===== config.mk =====
export PLATFORM = sky130hd
export DESIGN_NAME = seven_seg_scanner
export DESIGN_NICKNAME = d
export VERILOG_FILES = /design/src/rtl/disp_pkg.sv /design/src/rtl/seven_seg_scanner_bcd_to_seg.sv /design/src/rtl/seven_seg_scanner.sv
export SDC_FILE = /design/constraint.sdc
export NUM_CORES = 1
export LEC_CHECK = 0
export ABC_AREA = 1
export ABC_CLOCK_PERIOD_IN_PS = 3120
export CELL_PAD_IN_SITES_DETAIL_PLACEMENT = 0
export CELL_PAD_IN_SITES_GLOBAL_PLACEMENT = 1
export CORE_UTILIZATION = 48
export CTS_BUF_LIST = sky130_fd_sc_hd__clkbuf_8
export DETAILED_ROUTE_END_ITERATION = 8
export PLACE_DENSITY = 0.83
export SYNTH_ARGS = -nofsm -noshare
export SYNTH_HDL_FRONTEND = slang
export SYNTH_SLANG_ARGS = --single-unit

===== constraint.sdc =====
create_clock -name clock -period 3.12 [get_ports clock]
set_clock_uncertainty 0.05 [all_clocks]
set_input_delay 0.624 -clock clock [delete_from_list [all_inputs] [get_ports clock]]
set_output_delay 0.624 -clock clock [all_outputs]
set_load 0.02 [all_outputs]

===== src/rtl/disp_pkg.sv =====
// -----------------------------------------------------------------------------
// disp_pkg
// Shared constants for the 4-digit multiplexed 7-segment scanner:
//   DIGITS / SEG_W     display geometry
//   SEG_*              active-high segment patterns, bit order {g,f,e,d,c,b,a}
//   scan_state_t       scanner FSM encoding (BLANK = all anodes off, DRIVE = lit)
// -----------------------------------------------------------------------------
package disp_pkg;

    localparam int DIGITS = 4;
    localparam int SEG_W  = 7;

    localparam logic [SEG_W-1:0] SEG_0    = 7'b0111111;
    localparam logic [SEG_W-1:0] SEG_1    = 7'b0000110;
    localparam logic [SEG_W-1:0] SEG_2    = 7'b1011011;
    localparam logic [SEG_W-1:0] SEG_3    = 7'b1001111;
    localparam logic [SEG_W-1:0] SEG_4    = 7'b1100110;
    localparam logic [SEG_W-1:0] SEG_5    = 7'b1101101;
    localparam logic [SEG_W-1:0] SEG_6    = 7'b1111101;
    localparam logic [SEG_W-1:0] SEG_7    = 7'b0000111;
    localparam logic [SEG_W-1:0] SEG_8    = 7'b1111111;
    localparam logic [SEG_W-1:0] SEG_9    = 7'b1101111;
    localparam logic [SEG_W-1:0] SEG_DASH = 7'b1000000;
    localparam logic [SEG_W-1:0] SEG_OFF  = 7'b0000000;

    typedef enum logic {
        ST_BLANK = 1'b0,
        ST_DRIVE = 1'b1
    } scan_state_t;

endpackage


===== src/rtl/seven_seg_scanner_bcd_to_seg.sv =====
// -----------------------------------------------------------------------------
// bcd_to_seg
// Combinational BCD to 7-segment decode, active-high, {g,f,e,d,c,b,a}.
// Non-BCD codes 10..15 show a dash so a corrupted digit is visible on the board.
//   i_bcd  in   4  BCD digit
//   o_seg  out  7  segment pattern (1 = segment lit)
// -----------------------------------------------------------------------------
module bcd_to_seg
    import disp_pkg::*;
(
    input  logic [3:0] i_bcd,
    output logic [6:0] o_seg
);

    always_comb begin
        o_seg = SEG_DASH;
        case (i_bcd)
            4'd0:    o_seg = SEG_0;
            4'd1:    o_seg = SEG_1;
            4'd2:    o_seg = SEG_2;
            4'd3:    o_seg = SEG_3;
            4'd4:    o_seg = SEG_4;
            4'd5:    o_seg = SEG_5;
            4'd6:    o_seg = SEG_6;
            4'd7:    o_seg = SEG_7;
            4'd8:    o_seg = SEG_8;
            4'd9:    o_seg = SEG_9;
            default: o_seg = SEG_DASH;
        endcase
    end

endmodule


===== src/rtl/seven_seg_scanner.sv =====
// -----------------------------------------------------------------------------
// seven_seg_scanner
// Drives a 4-digit multiplexed 7-segment display from the scan driver's digit
// index. Digit values are captured into a shadow register and promoted to the
// display register only at the 3->0 frame boundary, so a frame never mixes old
// and new digits. After every index change all anodes go dark for BLANK_CYCLES
// clocks (anti-ghosting). Leading-zero suppression and per-digit blink blank a
// digit's slot without shortening it. All pins are registered.
//   clock         in   1   system clock
//   reset_n       in   1   asynchronous active-low reset
//   select_State  in   2   digit index from scan driver (0 = rightmost)
//   digits_in     in   16  BCD digits, [3:0] = digit0 .. [15:12] = digit3
//   dp_in         in   4   decimal points, bit i = digit i (1 = lit)
//   load          in   1   capture strobe for digits_in/dp_in
//   lz_blank      in   1   1 = suppress leading zeros
//   blink_mask    in   4   bit i = 1 -> digit i blinks
//   anode_n       out  4   digit enables, active low
//   seg_n         out  7   segments {g,f,e,d,c,b,a}, active low
//   dp_n          out  1   decimal point, active low
//   dbg_state     out  1   scanner FSM state (0 = BLANK, 1 = DRIVE)
//   dbg_pending   out  1   shadow holds a load not yet shown
// -----------------------------------------------------------------------------
module seven_seg_scanner
    import disp_pkg::*;
#(
    parameter int BLANK_CYCLES   = 16,
    parameter int BLINK_DIV_BITS = 24
) (
    input  logic        clock,
    input  logic        reset_n,
    input  logic [1:0]  select_State,
    input  logic [15:0] digits_in,
    input  logic [3:0]  dp_in,
    input  logic        load,
    input  logic        lz_blank,
    input  logic [3:0]  blink_mask,
    output logic [3:0]  anode_n,
    output logic [6:0]  seg_n,
    output logic        dp_n,
    output logic        dbg_state,
    output logic        dbg_pending
);

    localparam int CNT_W = (BLANK_CYCLES > 1) ? $clog2(BLANK_CYCLES) : 1;
    localparam logic [CNT_W-1:0] CNT_LAST = CNT_W'(BLANK_CYCLES - 1);

    logic [15:0]               r_shadow_dig;
    logic [DIGITS-1:0]         r_shadow_dp;
    logic [15:0]               r_disp_dig;
    logic [DIGITS-1:0]         r_disp_dp;
    logic                      r_pending;
    scan_state_t               r_state;
    logic [CNT_W-1:0]          r_cnt;
    logic [1:0]                r_sel_q;
    logic [BLINK_DIV_BITS-1:0] r_blink;

    logic                      w_change;
    logic                      w_boundary;
    logic [DIGITS-1:0]         w_lz_dark;
    logic [3:0]                w_cur_dig;
    logic [SEG_W-1:0]          w_seg;
    logic                      w_dark;
    logic [3:0]                w_anode_nxt;
    logic [6:0]                w_seg_n_nxt;
    logic                      w_dp_n_nxt;

    assign w_change   = (select_State != r_sel_q);
    assign w_boundary = (r_sel_q == 2'd3) && (select_State == 2'd0);

    // A digit is a leading zero only if every digit to its left is also a
    // blanked zero; a lit decimal point pins the digit (and those right of it).
    assign w_lz_dark[3] = lz_blank && (r_disp_dig[15:12] == 4'd0) && !r_disp_dp[3];
    assign w_lz_dark[2] = w_lz_dark[3] && (r_disp_dig[11:8] == 4'd0) && !r_disp_dp[2];
    assign w_lz_dark[1] = w_lz_dark[2] && (r_disp_dig[7:4] == 4'd0) && !r_disp_dp[1];
    assign w_lz_dark[0] = 1'b0;

    assign w_cur_dig = r_disp_dig[{r_sel_q, 2'b00} +: 4];

    bcd_to_seg u_dec (
        .i_bcd (w_cur_dig),
        .o_seg (w_seg)
    );

    // Blink phase: low half of the blink period darkens masked digits.
    assign w_dark = w_lz_dark[r_sel_q]
                  | (blink_mask[r_sel_q] & ~r_blink[BLINK_DIV_BITS-1]);

    always_comb begin
        w_anode_nxt = 4'hF;
        w_seg_n_nxt = ~SEG_OFF;
        w_dp_n_nxt  = 1'b1;
        if (!w_dark) begin
            w_anode_nxt = ~(4'b0001 << r_sel_q);
            w_seg_n_nxt = ~w_seg;
            w_dp_n_nxt  = ~r_disp_dp[r_sel_q];
        end
    end

    // Shadow / display registers. A load coinciding with the boundary goes
    // straight to the display so it is not delayed by a whole frame.
    always_ff @(posedge clock or negedge reset_n) begin
        if (!reset_n) begin
            r_shadow_dig <= '0;
            r_shadow_dp  <= '0;
            r_disp_dig   <= '0;
            r_disp_dp    <= '0;
            r_pending    <= 1'b0;
        end else begin
            if (load) begin
                r_shadow_dig <= digits_in;
                r_shadow_dp  <= dp_in;
            end
            if (w_boundary) begin
                if (load) begin
                    r_disp_dig <= digits_in;
                    r_disp_dp  <= dp_in;
                end else if (r_pending) begin
                    r_disp_dig <= r_shadow_dig;
                    r_disp_dp  <= r_shadow_dp;
                end
                r_pending <= 1'b0;
            end else if (load) begin
                r_pending <= 1'b1;
            end
        end
    end

    always_ff @(posedge clock or negedge reset_n) begin
        if (!reset_n) begin
            r_blink <= '0;
        end else begin
            r_blink <= r_blink + BLINK_DIV_BITS'(1);
        end
    end

    // Scanner FSM. Pins are only ever turned on from the DRIVE path, and both
    // ways into BLANK (reset, select change) turn them off.
    always_ff @(posedge clock or negedge reset_n) begin
        if (!reset_n) begin
            r_state <= ST_BLANK;
            r_cnt   <= '0;
            r_sel_q <= 2'd0;
            anode_n <= 4'hF;
            seg_n   <= ~SEG_OFF;
            dp_n    <= 1'b1;
        end else begin
            r_sel_q <= select_State;
            case (r_state)
                ST_DRIVE: begin
                    if (w_change) begin
                        r_state <= ST_BLANK;
                        r_cnt   <= '0;
                        anode_n <= 4'hF;
                        seg_n   <= ~SEG_OFF;
                        dp_n    <= 1'b1;
                    end else begin
                        anode_n <= w_anode_nxt;
                        seg_n   <= w_seg_n_nxt;
                        dp_n    <= w_dp_n_nxt;
                    end
                end
                default: begin
                    if (w_change) begin
                        r_cnt <= '0;
                    end else if (r_cnt == CNT_LAST) begin
                        r_state <= ST_DRIVE;
                        anode_n <= w_anode_nxt;
                        seg_n   <= w_seg_n_nxt;
                        dp_n    <= w_dp_n_nxt;
                    end else begin
                        r_cnt <= r_cnt + CNT_W'(1);
                    end
                end
            endcase
        end
    end

    assign dbg_state   = r_state;
    assign dbg_pending = r_pending;

endmodule


==> After elaboration in Yosys (flattened, before gate mapping) <==
Memories as Yosys holds them, arrays and structs flattened.
Cells that the tools add are included.
{ "classes": {"multipliers": 0, "div": 0, "muxes": 35, "magnitude_cmp": 1, "add_sub_neg": 2, "reduce_logical": 20, "bitwise_logic": 6, "shift": 2, "eq_ne": 6} }
{ "op_table": {"columns": ["operator", "n"], "rows": [
  ["two-way mux 4 bit", 11],
  ["two-way mux 7 bit", 5],
  ["two-way mux 16 bit", 2],
  ["adder 24 x 1 -> 24 bit (second input constant)", 1],
  ["variable part select 16 x 5 -> 4 bit", 1],
  ["two-way mux 1 bit", 14],
  ["zero test 4 bit", 3],
  ["logical AND 1 bit", 7],
  ["NOT 7 bit", 1],
  ["binary-select mux 1 bit (select 2 bit)", 3],
  ["AND reduction 2 bit", 3],
  ["nonzero test 2 bit", 3],
  ["adder 4 x 1 -> 4 bit (second input constant)", 1],
  ["equality test 4 bit (second input constant)", 1],
  ["!= test 2 bit (second input constant)", 2],
  ["NOT 4 bit", 1],
  ["left shift 1 x 2 -> 4 bit (first input constant)", 1],
  ["zero test 1 bit", 3],
  ["less-than comparator 2 x 3 -> 1 bit (second input constant)", 1],
  ["equality test 2 bit (second input constant)", 1],
  ["zero test 2 bit", 1],
  ["!= test 2 x 1 -> 1 bit (second input constant)", 1],
  ["!= test 2 bit", 1],
  ["NOT 1 bit", 2],
  ["2 further kinds", 2]
]} }
{ "totals": {"word_cells": 85, "reg_bits": 84, "romBits": 112, "mem_count": 1, "in_bits": 30, "ram_bits": 0, "out_inout_bits": 14, "latchBits": 0} }
{ "mem_list": {"columns": ["memory", "depth", "width", "read_ports", "rd_clocked_by_memory_dff", "write_ports", "line_no", "source"], "rows": [
  ["(no name shown)", 16, 7, 1, 0, 0, "seven_seg_scanner_bcd_to_seg.sv:17", "case (i_bcd)"]
]} }

==> Depth between registers and ports, before layout <==
Gate-level depths: netlist (run 1).
{ "depth": {"ltp_word": 14, "mapped_depth": 14, "mapped_depth_nobuf": 13} }

==> By module <==
Synthesis (run 1) repeated with hierarchy kept, for this count alone.
{ "unflattened": {"hier_cells": 504, "hier_area_um2": 4135.2} }
{ "modules_own_cells": {"columns": ["mod", "n_inst", "cells_per_inst", "seq_area_each_um2", "area_per_inst_um2"], "rows": [
  ["seven_seg_scanner", 1, 468, 2117.0, 3942.5],
  ["bcd_to_seg", 1, 36, 0.0, 192.7]
]} }

==> Least setup slack after synthesis (run 1) <==
Ideal clock, no wire load.
{ "synth_path": {"path_kind": "reg-to-reg", "startpoint": "register r_sel_q[0]", "endpoint": "register seg_n[0]", "slack_ps": 1215, "path_stages_with_launch": 13, "arrival_ps": 1773, "t_required_ps": 2988, "synth_period_minus_slack_ps": 1905, "cell_sequence": "dfrtp_1 -> buf_6 -> nand2_4 -> inv_1 -> a221oi_1 -> o21a_1 -> inv_1 -> ha_1 -> nand3b_1 -> nand3_1 -> nand2_1 -> inv_1 -> a21oi_1"} }
{ "synth_via": {"elab_chain_cells": 8, "elab_cells_between_ends": 17, "classes_between": "eq/ne: 2; shift: 1; mux: 9; bitwise: 3; reduce/logical: 1; memory: 1"} }
{ "synth_rtl": {"columns": ["element", "line_no", "source"], "rows": [
  ["start: declaration", "seven_seg_scanner.sv:54", "logic [1:0] r_sel_q;"],
  ["start signal: assignment", "seven_seg_scanner.sv:147", "r_sel_q <= select_State;"],
  ["parallel branches: the longest is 8 deep, another holds memory read (16 x 7 bit)", null, null],
  ["end signal: assignment", "seven_seg_scanner.sv:154", "seg_n <= ~SEG_OFF;"],
  ["end signal: assignment", "seven_seg_scanner.sv:158", "seg_n <= w_seg_n_nxt;"],
  ["end signal: assignment", "seven_seg_scanner.sv:168", "seg_n <= w_seg_n_nxt;"],
  ["end: declaration", "seven_seg_scanner.sv:38", "output logic [6:0] seg_n,"]
]} }
Several ways; the timed one is not identified. The select of a mux whose other input is x is not followed.
A chain may end at the register's enable or synchronous reset.

==> Worst setup path after layout (run 1) <==
{ "layout_path": {"startpoint": "register r_sel_q[0]", "endpoint": "register seg_n[3]"} }
Same word-level chain as after synthesis.

==> impl_metrics.ini, run 1 <==
[run_status]
status = finished, final reports clean

[power_and_ir_drop]
vdd_drop_max_uv = 221
p_per_area_mw_per_mm2 = 477
combPwrFrac = 0.147
sw_frac_of_total = 0.286
p_leak_uw = 0.00229
power_frac_seq = 0.557
p_sw_uw = 638
clockPowerShare = 0.296
p_int_uw = 1590

[timing]
fin_tns_setup_ns = 0
setup_viol = 0
fmax_mhz = 425
grt_setup_unrepaired = false
whs_ns = 0.394
slew_viol_final = 0
hold_viol_final = 0
period_share = 0.754
maxSlewHeadroom = 0.318
fin_crit_ns = 2.35
setup_slack_ns = 0.767
worst_pin_slew_ns = 1.02

[global_routing]
antenna_found_initial = 0
grt_max_degree = 85
grtUsageTotal = 0.213
grt_pass1_vias = 2949
grt-ovfl-total = 0
grt_pass1_wl_um = 14200

[clocking]
cts_buffers = 9
post_cts_resized = 0
cts_hold_buf = 0
cts_tree = built
worst_skew_pair.late_latency_ns = 0.35
postCtsSetupBuffers = 0
cts.sinks = 84
clkTransAtPathRegs_ns = 0.08
h-tree-depth = 3
clockRootBuffer = clkbuf_8
cts_buffer_depth = 2

[route]
drt_iter0_drc = 117
route.detailed.drc = 0
wirelength_um = 8000
ant_nets = 0
routedWlPerCell_um = 13.3
route.vias.total = 2972
vias_per_cell = 4.94
dr.pass1.iters = 5

[worst_setup_path]
crit_start = r_sel_q[0]$_DFF_PN0_
critPathTopFamily = compound AO/OA/AOI/OAI gates
rr_startpoint = r_sel_q[0]$_DFF_PN0_
path_class = reg -> reg
crit_required_ns = 3.35
crit_slowest_cell = dfrtp_1
max_stage_delay_ns = 0.55
cp-start-kind = flop
path_max_fanout = 12
crit_chain = nand2_4 -> inv_1 -> a221oi_1 -> o21a_1 -> inv_1 -> ha_1 -> nand3b_1 -> nand3_1 -> nand2_1 -> inv_1 -> a21oi_1
crit_buf_inv = 3
cp_common_cell = inv_1
cp.arrival_ns = 2.58
worstSetupEndpointType = flop

[worst_hold_path]
hp-class = in -> async

[synthesis]
synth_top_area_frac = 0.449
ys_ff_latch = 84
synth-seq-area-share = 0.528
synth_top_area_cell = dfrtp_1
synth_area_leaders = dfrtp_1, nand2_1, dfstp_2
synth.distinct_cells = 37
synth_edf_count = 0
synth_most_common_cell = nand2_1
yosysWarningCount = 0
synth_nets = 487
synth_ff_type = dfrtp_1
synthTopCellsByCount = nand2_1, dfrtp_1, inv_1, nor2_1, nand3_1
synth.avg_cell_area_um2 = 8.93
async_flop_share = 1.00
syn_area_mm2 = 0.00401
syn_inst = 449

[die]
core_area_mm2 = 0.00789
num_rows = 32
die_y_um = 93.4
pin_count = 44
initial_core_util = 0.508
fp.dieW_um = 93.4
dieArea_mm2 = 0.00872

[placement]
dp_hpwl_um = 5870
dp_slack_ns = 0.582
port_buffers = 43
gp_congestion = 0.818

[final_layout]
drive_gt1_frac = 0.0920
syn2layout_area_growth_pct = 16.6
nets = 533
insertedDiodeCount = 0

[job]
cap_viol_max_count = 0
==> power by group through the flow <==
stage                     combinational, uW  sequential (uW)  clock, uW
after floorplan                         220             1230          0
after global placement                  325             1260          0
after detailed placement                333             1260          0
after CTS                               334             1240        680
after global routing                    379             1250        730
final                                   327             1240        660
==> layout by cell type (no fill, tap or decap), types with 2 or more instances in the layout <==
cell,instances
nor3_1,5
ha_1,8
inv_2,2
nor2_1,36
o21ai_0,14
nor4_1,2
nand3b_1,3
nand2_1,152
clkbuf_8,9
nor3_2,3
clkinv_2,2
dfrtp_1,72
xnor2_1,9
nand3_2,3
nand3_1,19
nor2_2,2
nand4_1,7
inv_1,41
xor2_1,13
buf_4,3
a21oi_1,14
nor2_4,3
dfstp_2,12
mux2_1,10
clkdlybuf4s50_1,42
o21a_1,2
==> final timing paths <==
| path | cells after the start | slack, ns | endpoint |
|---|---|---|---|
| hold / removal | 1 | 0.39 | r_shadow_dig[8]$_DFFE_PN0P_ |
| setup reg to reg | 11 | 0.77 | seg_n[3]$_DFFE_PN1P_ |
| setup / recovery | 11 | 0.77 | seg_n[3]$_DFFE_PN1P_ |
| max in group asynchronous | 1 | 1.97 | r_cnt[3]$_DFFE_PN0P_ |
| min in group clock | 2 | 0.42 | r_shadow_dig[11]$_DFFE_PN0P_ |
| hold reg to reg | 2 | 0.42 | r_shadow_dig[11]$_DFFE_PN0P_ |
==> cells by family after synthesis <==
family | count (synthesis) | synth area share
buf+inv | 50 | 0.0537
flops | 84 | 0.528
xor+xnor | 23 | 0.0521
mux | 10 | 0.0281
fa+ha+maj | 8 | 0.0250
simple gates | 239 | 0.265
compound gates | 35 | 0.0484
==> area by class of cell <==
class / count / area, um^2
Sequential cell: 84 / 2120
Fill cell: 719 / 3210
Clock buffer: 9 / 124
Multi-Input combinational cell: 315 / 1680
Inverter: 40 / 150
Timing Repair Buffer: 45 / 443
Tap cell: 102 / 128
Clock inverter: 7 / 37.5
==> through the flow <==
stage          power [uW]  cells   util  cell area [um^2]
3_5_place_dp         1590    586  0.572              4520
6_report             2230    602  0.593              4680
2_1_floorplan        1450    449      -              4010
4_1_cts              2250    602  0.593              4680
5_1_grt              2360    602  0.593              4680
3_3_place_gp         1580    586  0.572              4520
==> registers in the layout, indices dropped and copies added (netlist names) <==
signal / count
anode_n: 4
dbg_pending: 1
dbg_state: 1
dp_n: 1
r_blink: 24
r_cnt: 4
r_disp_dig: 16
r_disp_dp: 4
r_sel_q: 2
r_shadow_dig: 16
r_shadow_dp: 4
seg_n: 7
==> layer usage <==
metal / track usage / share of wire / up-vias
li1: - / - / 1524
met4: 0.0833 / 0.023 / 0
met3: 0.0480 / 0.029 / 13
met2: 0.325 / 0.44 / 44
met1: 0.294 / 0.51 / 1391
met5: 0 / 0 / -
Note: power is estimated with default switching activity, not from simulation.
==> inputs of run 2 (changes only) <==
--- a/config.mk
+++ b/config.mk
@@ -6,13 +6,13 @@
 export NUM_CORES = 1
 export LEC_CHECK = 0
 export ABC_AREA = 1
-export ABC_CLOCK_PERIOD_IN_PS = 3120
+export ABC_CLOCK_PERIOD_IN_PS = 1930
 export CELL_PAD_IN_SITES_DETAIL_PLACEMENT = 0
 export CELL_PAD_IN_SITES_GLOBAL_PLACEMENT = 1
-export CORE_UTILIZATION = 48
+export CORE_UTILIZATION = 40
 export CTS_BUF_LIST = sky130_fd_sc_hd__clkbuf_8
 export DETAILED_ROUTE_END_ITERATION = 8
-export PLACE_DENSITY = 0.83
+export PLACE_DENSITY = 0.74
 export SYNTH_ARGS = -nofsm -noshare
 export SYNTH_HDL_FRONTEND = slang
 export SYNTH_SLANG_ARGS = --single-unit
==> constraint.sdc (replaced) <==
create_clock -name clock -period 1.93 [get_ports clock]
set_clock_uncertainty 0.05 [all_clocks]
set_input_delay 0.386 -clock clock [delete_from_list [all_inputs] [get_ports clock]]
set_output_delay 0.386 -clock clock [all_outputs]
set_load 0.02 [all_outputs]
==> run 2 against run 1 <==
Flip-flop and latch count is the same. Count of clock-buffer cells in the layout grew 2. Sequential share of layout area down 2.9 points. Sequential power increased by 61%. Total power is 74% higher. Largest power group unchanged.
==> impl_metrics.ini, run 2 (synthesis results as in run 1) <==
[global_routing]
antenna_found_initial = 0
grt_pass1_wl_um = 14500
grtUsageTotal = 0.185
grt-ovfl-total = 0
grt_max_degree = 85
grt_pass1_vias = 3023

[route]
route.vias.total = 3077
route.detailed.drc = 0
vias_per_cell = 4.70
dr.pass1.iters = 4
routedWlPerCell_um = 12.9
wirelength_um = 8460
ant_nets = 0
drt_iter0_drc = 129

[worst_setup_path]
critPathTopFamily = compound AO/OA/AOI/OAI gates
cp.arrival_ns = 2.08
reg2regPathDepth = 9
worstSetupEndpointType = flop
path_class = reg -> reg
path_depth = 9
crit_slowest_cell = dfrtp_2
rr_startpoint = r_sel_q[0]$_DFF_PN0_
reg2reg_to = seg_n[2]$_DFFE_PN1P_
path_max_fanout = 5
crit_path_end = seg_n[2]$_DFFE_PN1P_
crit_chain = nand2_4 -> inv_2 -> a221oi_2 -> o21a_4 -> buf_4 -> ha_1 -> nand2_1 -> o21a_1 -> a21oi_1
crit_start = r_sel_q[0]$_DFF_PN0_
crit_buf_inv = 2
crit_required_ns = 2.16
cp-start-kind = flop
regToRegSetupSlack_ns = 0.09
max_stage_delay_ns = 0.48

[timing]
grt_setup_unrepaired = true
fmax_mhz = 542
setup_viol = 0
worst_pin_slew_ns = 0.436
fin_tns_setup_ns = 0
hold_viol_final = 0
fin_crit_ns = 1.84
setup_slack_ns = 0.0854
maxSlewHeadroom = 0.709
period_share = 0.956
slew_viol_final = 0

[clocking]
cts_buffer_depth = 2
clkTransAtPathRegs_ns = 0.08
cts_hold_buf = 0
cts.sinks = 84
cts_buffers = 9
cts_tree = built
h-tree-depth = 3
clockRootBuffer = clkbuf_8
worst_skew_pair.late_latency_ns = 0.35

[final_layout]
top_register = r_blink
finalNonFillerCells = 654
nets = 554
final_core_util = 0.514
largest_reg_flops = 24
n_fill_cell = 939
layout_common_cells = nand2_1, dfrtp_1, inv_1
final_common_cell = nand2_1
insertedDiodeCount = 0
syn2layout_area_growth_pct = 24.7
fin_area_mm2 = 0.00500
reg.largest.list = r_blink (24), r_disp_dig (16), r_shadow_dig (16)
drive_gt1_frac = 0.157

[power_and_ir_drop]
vdd_drop_max_uv = 337
p_leak_uw = 0.00240
p_per_area_mw_per_mm2 = 775

[job]
cap_viol_max_count = 0

[die]
pin_count = 44
initial_core_util = 0.412
core_area_mm2 = 0.00973
dieArea_mm2 = 0.0104
fp.dieW_um = 102
num_rows = 36
die_y_um = 102

[placement]
dp_hpwl_um = 6350
port_buffers = 43
gp_congestion = 0.801
dp_cells = 636
dp_slack_ns = -0.175
place_area_mm2 = 0.00473

[worst_hold_path]
hp-class = in -> async

[run_status]
status = finished, final reports clean
run 2: cell types whose count changed in the layout (fill, tap and decap cells not counted), sizes merged:
cell | before | now
buf | 3 | 24
bufinv | 0 | 1
dlygate4sd2 | 0 | 12
clkinv | 3 | 1
clkbuf | 9 | 11
clkdlybuf4s50 | 42 | 30
clkinvlp | 1 | 0
run 2: power by group:
part           switching (uW)  internal, uW
combinational             346           271
clock                     603           654
sequential               94.8          1910
total                    1040          2830
run 2: through the flow:
step	total power (uW)	hold slack, ns
finish	3870	0.0153
global route	4120	0.0425
CTS	3900	0.0176
detailed placement	2620	0.405
global placement	2610	0.403
floorplan	2350	0.0404
run 2: layout make-up:
| cell class | instances | area [um^2] | share of cell area |
|---|---|---|---|
| clock inverter | 5 | 46.3 | 0.00926 |
| inverter | 40 | 150 | 0.0300 |
| timing repair buffer | 66 | 631 | 0.126 |
| multi-input combinational | 315 | 1740 | 0.347 |
| clock buffer | 11 | 151 | 0.0303 |
| sequential | 84 | 2120 | 0.424 |
| tap | 133 | 166 | 0.0333 |
run 2: what timing repair did:
| item | CTS | global route |
|---|---|---|
| pin swaps | 0 | 6 |
| setup endpoints to repair | 17 | 6 |
| gates resized for setup | 14 | 19 |
| buffers inserted | 1 | 1 |
run 2: worst min-delay path by stage:
stage / slack (ns) / endpoint / start
2_1_floorplan: 0.04 / dbg_pending$_DFFE_PN0P_ / reset_n
5_1_grt: 0.04 / r_blink[1]$_DFF_PN0_ / reset_n
6_report: 0.02 / dbg_state$_DFF_PN0_ / reset_n
3_3_place_gp: 0.40 / dbg_state$_DFF_PN0_ / reset_n
4_1_cts: 0.02 / r_cnt[3]$_DFFE_PN0P_ / reset_n
3_5_place_dp: 0.41 / r_cnt[3]$_DFFE_PN0P_ / reset_n
run 2: worst register-to-register path: stages, from the launching register on:
cell	delay (ns)
dfrtp_2	0.48
nand2_4	0.10
inv_2	0.04
a221oi_2	0.26
o21a_4	0.21
buf_4	0.12
ha_1	0.14
nand2_1	0.05
o21a_1	0.18
a21oi_1	0.14
run 2: metal layers:
metal	up-vias	share of wire	track usage
met5	-	0	0
li1	1564	-	-
met2	52	0.46	0.286
met3	9	0.040	0.0280
met4	0	0.016	0.0791
met1	1452	0.48	0.260
